==> config.mk <==
export PLATFORM = sky130hd
export DESIGN_NAME = data_cache
export DESIGN_NICKNAME = d
export VERILOG_FILES = /design/src/rtl/dcache_pkg.sv /design/src/rtl/dcache_array.sv /design/src/rtl/data_cache.sv
export SDC_FILE = /design/constraint.sdc
export NUM_CORES = 2
export LEC_CHECK = 0
export BUFFER_PORTS_ARGS = -buffer_cell sky130_fd_sc_hd__buf_2
export CORE_MARGIN = 5
export CORE_UTILIZATION = 50
export DETAILED_ROUTE_END_ITERATION = 12
export PLACE_DENSITY = 0.69
export RECOVER_POWER = 25
export SLEW_MARGIN = 30
export SYNTH_ARGS = -nofsm -noshare
export SYNTH_HDL_FRONTEND = slang
export SYNTH_SLANG_ARGS = --single-unit
==> constraint.sdc <==
create_clock -name clk -period 14.55 [get_ports clk]
set_input_delay 2.1825 -clock clk [delete_from_list [all_inputs] [get_ports clk]]
set_output_delay 2.1825 -clock clk [all_outputs]
set_load 0.03 [all_outputs]
==> src/rtl/dcache_pkg.sv <==
// Shared types and address layout for the MEM-stage data cache.
// Holds the FSM state enum, memory latency and address field positions.
package dcache_pkg;

  typedef enum logic [1:0] {
    IDLE,
    RD_WAIT,
    WR_WAIT
  } state_t;

  localparam int MEM_LAT = 20;
  localparam int ADDR_W  = 32;
  localparam int WORD_W  = 32;
  localparam int LINE_W  = 64;
  localparam int OFF_POS = 2;
  localparam int IDX_LSB = 3;

endpackage

==> src/rtl/dcache_array.sv <==
// Valid/tag/data storage for the direct-mapped cache: one combinational
// lookup port (hit, word), one write port (line fill or word update),
// asynchronous clear of valid bits on reset.
module dcache_array
  import dcache_pkg::*;
#(
  parameter int NUM_SETS = 16,
  parameter int IDX_W    = $clog2(NUM_SETS),
  parameter int TAG_W    = ADDR_W - IDX_LSB - IDX_W
) (
  input  logic              clk,
  input  logic              reset,
  input  logic [IDX_W-1:0]  rd_idx,
  input  logic [TAG_W-1:0]  rd_tag,
  input  logic              rd_off,
  output logic              hit,
  output logic [WORD_W-1:0] rd_word,
  input  logic              we,
  input  logic              fill,
  input  logic [IDX_W-1:0]  wr_idx,
  input  logic [TAG_W-1:0]  wr_tag,
  input  logic              wr_off,
  input  logic [LINE_W-1:0] wr_line,
  input  logic [WORD_W-1:0] wr_word
);

  logic [NUM_SETS-1:0] valid;
  logic [TAG_W-1:0]    tags [NUM_SETS];
  logic [LINE_W-1:0]   data [NUM_SETS];

  assign hit     = valid[rd_idx] && (tags[rd_idx] == rd_tag);
  assign rd_word = rd_off ? data[rd_idx][63:32]
                          : data[rd_idx][31:0];

  always_ff @(posedge clk or posedge reset) begin
    if (reset) begin
      valid <= '0;
    end else if (we && fill) begin
      valid[wr_idx] <= 1'b1;
    end
  end

  // Tag and data need no reset: they are meaningless while valid is 0.
  always_ff @(posedge clk) begin
    if (we) begin
      if (fill) begin
        data[wr_idx] <= wr_line;
        tags[wr_idx] <= wr_tag;
      end else if (wr_off) begin
        data[wr_idx][63:32] <= wr_word;
      end else begin
        data[wr_idx][31:0] <= wr_word;
      end
    end
  end

endmodule

==> src/rtl/data_cache.sv <==
// Direct-mapped, write-through, no-write-allocate data cache for MEM.
// Ports: pipeline load/store (mem_read_m, mem_write_m, addr_m, wdata_m,
// rdata_m, stall_m), block memory (mem_rd_req, mem_wr_req, mem_addr,
// mem_wdata, mem_rdata1/0, mem_done), hit_count/miss_count statistics.
module data_cache
  import dcache_pkg::*;
#(
  parameter int NUM_SETS = 16
) (
  input  logic              clk,
  input  logic              reset,
  input  logic              mem_read_m,
  input  logic              mem_write_m,
  input  logic [ADDR_W-1:0] addr_m,
  input  logic [WORD_W-1:0] wdata_m,
  output logic [WORD_W-1:0] rdata_m,
  output logic              stall_m,
  output logic              mem_rd_req,
  output logic              mem_wr_req,
  output logic [ADDR_W-1:0] mem_addr,
  output logic [WORD_W-1:0] mem_wdata,
  input  logic [WORD_W-1:0] mem_rdata1,
  input  logic [WORD_W-1:0] mem_rdata0,
  input  logic              mem_done,
  output logic [31:0]       hit_count,
  output logic [31:0]       miss_count
);

  localparam int IDX_W = $clog2(NUM_SETS);
  localparam int TAG_W = ADDR_W - IDX_LSB - IDX_W;
  localparam int IDX_MSB = IDX_LSB + IDX_W - 1;
  localparam int TAG_LSB = IDX_LSB + IDX_W;

  state_t            state;
  logic [ADDR_W-1:0] req_addr;
  logic [WORD_W-1:0] req_wdata;

  logic [ADDR_W-1:0] look_addr;
  logic              hit;
  logic [WORD_W-1:0] hit_word;
  logic              we;
  logic              fill;
  logic              is_store;
  logic              is_load;
  logic              unused_bits;

  // In IDLE the lookup serves the new access; while waiting it checks
  // the latched request so a store can tell whether its line is present.
  assign look_addr = (state == IDLE) ? addr_m : req_addr;

  assign is_store = mem_write_m;
  assign is_load  = mem_read_m && !mem_write_m;

  assign fill = (state == RD_WAIT);
  assign we   = mem_done &&
                ((state == RD_WAIT) ||
                 ((state == WR_WAIT) && hit));

  assign unused_bits = ^{addr_m[1:0], req_addr[1:0]};

  dcache_array #(
    .NUM_SETS (NUM_SETS)
  ) u_array (
    .clk     (clk),
    .reset   (reset),
    .rd_idx  (look_addr[IDX_MSB:IDX_LSB]),
    .rd_tag  (look_addr[ADDR_W-1:TAG_LSB]),
    .rd_off  (look_addr[OFF_POS]),
    .hit     (hit),
    .rd_word (hit_word),
    .we      (we),
    .fill    (fill),
    .wr_idx  (req_addr[IDX_MSB:IDX_LSB]),
    .wr_tag  (req_addr[ADDR_W-1:TAG_LSB]),
    .wr_off  (req_addr[OFF_POS]),
    .wr_line ({mem_rdata1, mem_rdata0}),
    .wr_word (req_wdata)
  );

  always_ff @(posedge clk or posedge reset) begin
    if (reset) begin
      state      <= IDLE;
      req_addr   <= '0;
      req_wdata  <= '0;
      hit_count  <= '0;
      miss_count <= '0;
    end else begin
      unique case (state)
        IDLE: begin
          if (is_store) begin
            req_addr  <= addr_m;
            req_wdata <= wdata_m;
            state     <= WR_WAIT;
          end else if (is_load) begin
            if (hit) begin
              hit_count <= hit_count + 32'd1;
            end else begin
              req_addr   <= addr_m;
              req_wdata  <= wdata_m;
              miss_count <= miss_count + 32'd1;
              state      <= RD_WAIT;
            end
          end
        end
        RD_WAIT: if (mem_done) state <= IDLE;
        WR_WAIT: if (mem_done) state <= IDLE;
        default: state <= IDLE;
      endcase
    end
  end

  assign mem_addr  = req_addr;
  assign mem_wdata = req_wdata;

  // Requests drop in the mem_done cycle so memory sees exactly
  // MEM_LAT request cycles.
  always_comb begin
    rdata_m    = '0;
    stall_m    = 1'b0;
    mem_rd_req = 1'b0;
    mem_wr_req = 1'b0;
    unique case (state)
      IDLE: begin
        if (is_store) begin
          stall_m = 1'b1;
        end else if (is_load) begin
          stall_m = !hit;
          if (hit) rdata_m = hit_word;
        end
      end
      RD_WAIT: begin
        mem_rd_req = !mem_done;
        stall_m    = !mem_done;
        if (mem_done) begin
          rdata_m = req_addr[OFF_POS] ? mem_rdata1 : mem_rdata0;
        end
      end
      WR_WAIT: begin
        mem_wr_req = !mem_done;
        stall_m    = !mem_done;
      end
      default: ;
    endcase
  end

endmodule

After elaboration in Yosys (flattened, before gate mapping) --
Memories as Yosys holds them, arrays and structs flattened. Cells that the tools add are included.
Storage, ports and cells: register bits after elaboration 146, word-level logic and storage cells 83, memories 2, output and inout port bits 163, latch bits 0, bits in read-only memories 0, bits in writable memories 1424, input port bits 133
Operators by class: muxes and demuxes 41, div/mod/pow operators 0, order comparisons 3, $mul 0, reductions and logical operators 17, eq/ne operators 7, shifts and indexed selects 0, bitwise gates (word level) 5, add/sub/neg operators 2
Memories:
- u_array.data | words 16, bits a word 64, rd ports 1, clocked after Yosys merged registers in 0, wr ports 1, line dcache_array.sv:29 | logic [LINE_W-1:0] data [NUM_SETS];
- u_array.tags | words 16, bits a word 25, rd ports 1, clocked after Yosys merged registers in 0, wr ports 1, line dcache_array.sv:28 | logic [TAG_W-1:0] tags [NUM_SETS];
Operator list (count):
- $mux 32 | 15
- $add 32x1->32 const B | 2
- $pmux 32 s2 | 1
- $eq 25x25->1 | 1
- $mux 1 | 17
- $or 16x16->16 | 1
- $lt 4x5->1 const B | 2
- $mux 2 | 4
- $reduce_and 4->1 | 2
- $logic_and 1x1->1 | 6
- $ne 3x3->1 const B | 2
- $reduce_and 3->1 | 2
- $bmux 1 s4 | 1
- $demux 1 s4 | 1
- $ge 4x1->1 const B | 1
- $pmux 2 s2 | 1
- $logic_not 1->1 | 3
- $eq 2x1->1 const B | 1
- $eq 2x2->1 const B | 1
- $logic_not 2->1 | 1
- $ne 2x1->1 const B | 1
- $ne 2x2->1 const B | 1
- $not 1->1 | 2
- $or 1x1->1 | 2
- 4 further kinds | 4

Longest topological paths before layout --
depth after elaboration 11, gate-level depth with buffers 18, depth with buffers taken out 12

Hierarchy --
From an unflattened synthesis, not the netlist that was laid out.
Second synthesis, totals: cell total of the unflattened synthesis 2897, area total of the unflattened synthesis 62688.9 um^2
By module, submodules not included:
- dcache_array | seq. area each 43161.4 um^2, cells each 2341, times used 1, area an instance 56120.1 um^2
- data_cache | seq. area each 3253.1 um^2, cells each 556, times used 1, area an instance 6568.8 um^2

Worst setup path before layout --
OpenSTA, ideal clock, no wires.
path type in2reg, start point input port addr_m[3], end point memory u_array.data[12][32], enable pin, required time 14048 ps, path slack 6276 ps, path buffers 3, arrival 7772 ps, stages on the path 13, setup time 502 ps, path through mux2_4 -> buf_6 -> buf_2 -> mux4_2 -> a22oi_1 -> nand2_1 -> xnor2_1 -> nor4_1 -> nand3_1 -> nor3_1 -> buf_2 -> a31oi_1 -> nor4_1
On the way: longest elaborated chain between the ends 10, elaborated cells between the ends (all ways) 14, those cells by class eq/ne: 1; mux: 7; bitwise: 1; reduce/logical: 4; memory: 1
RTL lines:
- start: declaration | line data_cache.sv:14 | input logic [ADDR_W-1:0] addr_m,
- $mux 32 (*) | line data_cache.sv:49 | assign look_addr = (state == IDLE) ? addr_m : req_addr;
- $mem_v2 16x25 or $bmux 1 s4 (tied branches)
- $eq 25x25->1 or $mux 1 (tied branches) | line dcache_array.sv:31 | assign hit = valid[rd_idx] && (tags[rd_idx] == rd_tag);
- $logic_and 1x1->1 (*) | line dcache_array.sv:31
- $logic_and 1x1->1 (*) | line data_cache.sv:57 | ((state == WR_WAIT) && hit));
- $logic_or 1x1->1 (*) | line data_cache.sv:56 | ((state == RD_WAIT) ||
- $logic_and 1x1->1 (*) | line data_cache.sv:55 | assign we = mem_done &&
- $mux 1 | line dcache_array.sv:45 | if (we) begin
- $mux 1, on equally long branches | line dcache_array.sv:47, dcache_array.sv:50
- $or 1x1->1 (no line) (*)
- end: declaration | line dcache_array.sv:29
Mark *: on every way between the ends. The rest lies on a longest branch, timed or not. The select of a mux whose other input is x is not followed.

Worst setup path in the final report --
start point input port addr_m[3], end point output port rdata_m[31]
On the way: longest elaborated chain between the ends 8, elaborated cells between the ends (all ways) 12, those cells by class eq/ne: 1; mux: 8; reduce/logical: 1; memory: 2
RTL lines:
- $mux 32 (*) | line data_cache.sv:49
- $mem_v2 16x25 or $bmux 1 s4 (tied branches)
- $eq 25x25->1 or $mux 1 (tied branches) | line dcache_array.sv:31
- $logic_and 1x1->1 | line dcache_array.sv:31
- $mux 32 (*) | line data_cache.sv:128 | if (hit) rdata_m = hit_word;
- $mux 32 (*) | line data_cache.sv:126 | end else if (is_load) begin
- $mux 32 (*) | line data_cache.sv:124 | if (is_store) begin
- $pmux 32 s2 (*) | line data_cache.sv:122 | unique case (state)
- end: declaration | line data_cache.sv:16 | output logic [WORD_W-1:0] rdata_m,
Marked as above.

==> flow_summary_export.csv <==
group,metric,value,unit
synthesis,synth_edf_count,1424,
power,powerDensity,197,nW/µm²
grt,grt_pass1_vias,34700,
synthesis,synthesis.nets,3508,
sta,fin_setup_tns,0,ns
floorplan,ios,296,
sta,fmax,101,MHz
cells_and_area,multi_input_area,16400,µm²
floorplan,dieArea,134000,µm²
routing,viasPerCell,6.27,
floorplan,dieHeight,366,µm
sta,maxSlewViolCount,505,
setup_path,r2r-start,"state[0]$_DFFE_PP0P_",
synthesis,synth.most_common_cell,"edfxtp_1",
clock_tree,clk_pin_slew,0.06,ns
synthesis,ys_top_cells_by_area,"edfxtp_1, mux4_2, dfrtp_1, nand2_1, mux2_2",
placed_design,place.gp.congestion,0.829,
power,p_seq_frac,0.395,
cells_and_area,regArea,46400,µm²
power,irDropWorstVdd,210,µV
setup_path,start_kind,"input pin",
placed_design,dp_hpwl,91.2,mm
synthesis,seq_area_frac_synth,0.734,
worst_hold_path,hold_class,"flip-flop to flip-flop",
sta,period_minus_slack,9.88,ns
grt,grtUsageTotal,0.252,
synthesis,yosys-top-cells-count,"edfxtp_1, nand2_1, mux4_2",
worst_hold_path,hold_start,"u_array.valid[8]$_DFFE_PP0P_",
floorplan,die_w,366,µm
synthesis,synth_top_area_cell,"edfxtp_1",
sta,timing.final.crit_share,0.679,
floorplan,fp.coreArea,126000,µm²
synthesis,async_reset_ff_frac,0.0930,
sta,fin_skew,0.0281,ns
grt,grt_antenna_before_repair,7,
power,p_sw_frac,0.330,
worst_hold_path,hold_end,"u_array.valid[8]$_DFFE_PP0P_",
synthesis,yosys_warnings,0,
synthesis,ys_ff_latch,1570,
flow_run,cap_viol_max_count,16,
floorplan,row_count,130,
synthesis,synthCells,3369,
grt,grt_pass1_wl,241,mm
worst_hold_path,hold_path_depth,1,
status,status,"finished with violations",
power,p_comb_frac,0.314,
clock_tree,cts_resized,0,
power,p_sw,4.71,mW
setup_path,ff2ff_path_depth,16,
power,p_clk_frac,0.291,
setup_path,worstPathArrival,7.70,ns
synthesis,synth_flop_cell,"edfxtp_1",
power,p_leak,24.9,nW
sta,maxSlewHeadroom,-2.25,
setup_path,critical_path_class,"input pin to primary output",
cells_and_area,area_delta_synth_final,14.7,%
power,p_int,9.56,mW
clock_tree,clk_path_buf_depth,3,
clock_tree,cts_tree,"yes",
cells_and_area,fin_nets,3859,
synthesis,synth.distinct_cells,60,
routing,wl,168,mm
setup_path,reg2reg_to,"u_array.data[12][18]$_DFFE_PP_",
floorplan,initial_utilization,0.503,
cells_and_area,nFillCells,9240,
synthesis,avgSynthCellArea,18.8,µm²
routing,via_count,34600,
cells_and_area,drive_gt1_frac,0.303,
grt,grt-ovfl-total,0,
clock_tree,cts.sinks,1570,
synthesis,synth_area,63200,µm²
sta,setup_ws,4.67,ns
routing,avgRoutedWirePerCell,30.5,µm
setup_path,cp_max_fo,73,
setup_path,r2r_slack,6.82,ns
clock_tree,clock_latency,0.79,ns
clock_tree,cts-root-buf,"clkbuf_16",
sta,rsz0062_at_grt,"false",
placed_design,port_buffers,295,
sta,hold_viol_final,0,
sta,setup_viol,0,
clock_tree,cts_max_level,4,
sta,tightestPinTransition,4.85,ns
placed_design,post-place-ws,4.66,ns
status,violations,"max-capacitance violations, max-slew violations",
setup_path,endpoint_kind,"primary output",
clock_tree,hold_buffers,0,
setup_path,worstPathRequired,12.37,ns
clock_tree,cts_inserted_buffers,159,
clock_tree,post-cts-setup-buffers,0,
routing,ant_nets,0,
routing,drc,0,
grt,grt_max_degree,152,
routing,dr.pass1.iters,6,
routing,drtIter0Drc,4167,
synthesis,synth.top_cell.area_share,0.676,
==> placed cells by master, fill, tap and decap left out, types with 6 or more instances in the layout <==
cell type,count
edfxtp_1,1424
and3_1,52
clkinv_8,6
bufinv_16,17
nor4_1,20
dfrtp_1,145
clkbuf_16,163
clkbuf_8,11
nand2_1,393
a32oi_1,8
mux2_2,90
nor2_1,29
xnor2_1,53
or2_2,16
mux2_4,50
mux2i_1,91
nor2b_1,9
nor4b_1,7
nand3_1,119
nor3_1,14
mux4_2,339
nand4_1,35
a31oi_1,36
clkinv_1,29
clkinv_2,30
a311oi_1,33
buf_16,6
o22ai_1,33
a21oi_1,9
and4_1,6
nor2_4,40
clkbuf_1,41
buf_4,57
xor2_1,34
inv_1,11
buf_2,294
==> layout make-up <==
cell class | instances | share of cell area
diodes | 4 | 0.000138
repair buffers | 381 | 0.0312
clock inverters | 96 | 0.0139
clock buffers | 200 | 0.0597
well taps | 1650 | 0.0285
multi-input cells | 1596 | 0.226
flip-flops and latches | 1570 | 0.640
inverters | 12 | 0.000638
==> sequential cells by signal (all words and copies together), names as in the netlist <==
signal         count
u_array.data    1024
u_array.valid     16
miss_count        32
hit_count         32
state              2
mem_addr          32
u_array.tags     400
mem_wdata         32
==> metrics by stage <==
step	utilization	cell area, µm²	instances	hold WS (ns)	power, mW
after detailed placement	0.536	67200	5208	0.450	10.2
after floorplan	-	63200	3369	0.434	8.79
final	0.577	72500	5509	0.461	14.3
after global routing	0.577	72500	5507	0.479	14.8
after CTS	0.578	72600	5504	0.464	14.3
after global placement	0.534	67000	5200	0.448	10.1
==> how the worst max path moves through the flow <==
| stage | start | to | slack (ns) | cells past startpoint |
|---|---|---|---|---|
| after global routing | addr_m[3] | rdata_m[31] | 4.29 | 15 |
| after floorplan | addr_m[3] | u_array.data[12][32]$_DFFE_PP_ | 6.28 | 13 |
| after global placement | addr_m[3] | rdata_m[31] | 4.69 | 15 |
| after CTS | addr_m[3] | rdata_m[31] | 4.64 | 15 |
| final | addr_m[3] | rdata_m[31] | 4.67 | 15 |
| after detailed placement | addr_m[3] | rdata_m[31] | 4.66 | 15 |
==> per-layer routing <==
metal  up-vias  wire length, µm  track usage
met1     18000            64600        0.341
met4         4             5980       0.0897
met3       336            17000       0.0607
met5         -               20            0
li1      14200                -            -
met2      1934            80300        0.406
==> critical path: stages <==
cell and delay [ns]:
buf_2 0.12, mux2_8 0.72, buf_4 0.74, mux4_2 0.60, mux2i_1 0.18, xnor2_1 0.20
nor2_1 0.10, nor4_1 0.31, nand4_1 0.25, nor3_2 0.31, buf_4 0.56, nand2_2 0.16
buf_4 0.35, o22ai_1 0.43, buf_2 0.31
==> power groups by stage <==
stage / Sequential [mW] / Clock [mW] / Combinational [mW]
after global routing: 5.68 / 4.41 / 4.77
after detailed placement: 5.73 / 0 / 4.47
after CTS: 5.64 / 4.20 / 4.49
after global placement: 5.71 / 0 / 4.42
after floorplan: 5.77 / 0 / 3.01
final: 5.64 / 4.15 / 4.49
==> logic make-up after synthesis <==
group	after synthesis	synth area share
XOR/XNOR	87	0.0121
multiplexers	576	0.164
AND/OR/NAND/NOR	763	0.0552
buffers and inverters	203	0.0146
AO/OA/AOI/OAI	164	0.0187
adder cells (fa/ha/maj)	6	0.00119
flip-flops	1570	0.734
(Power assumes the default switching activity.)
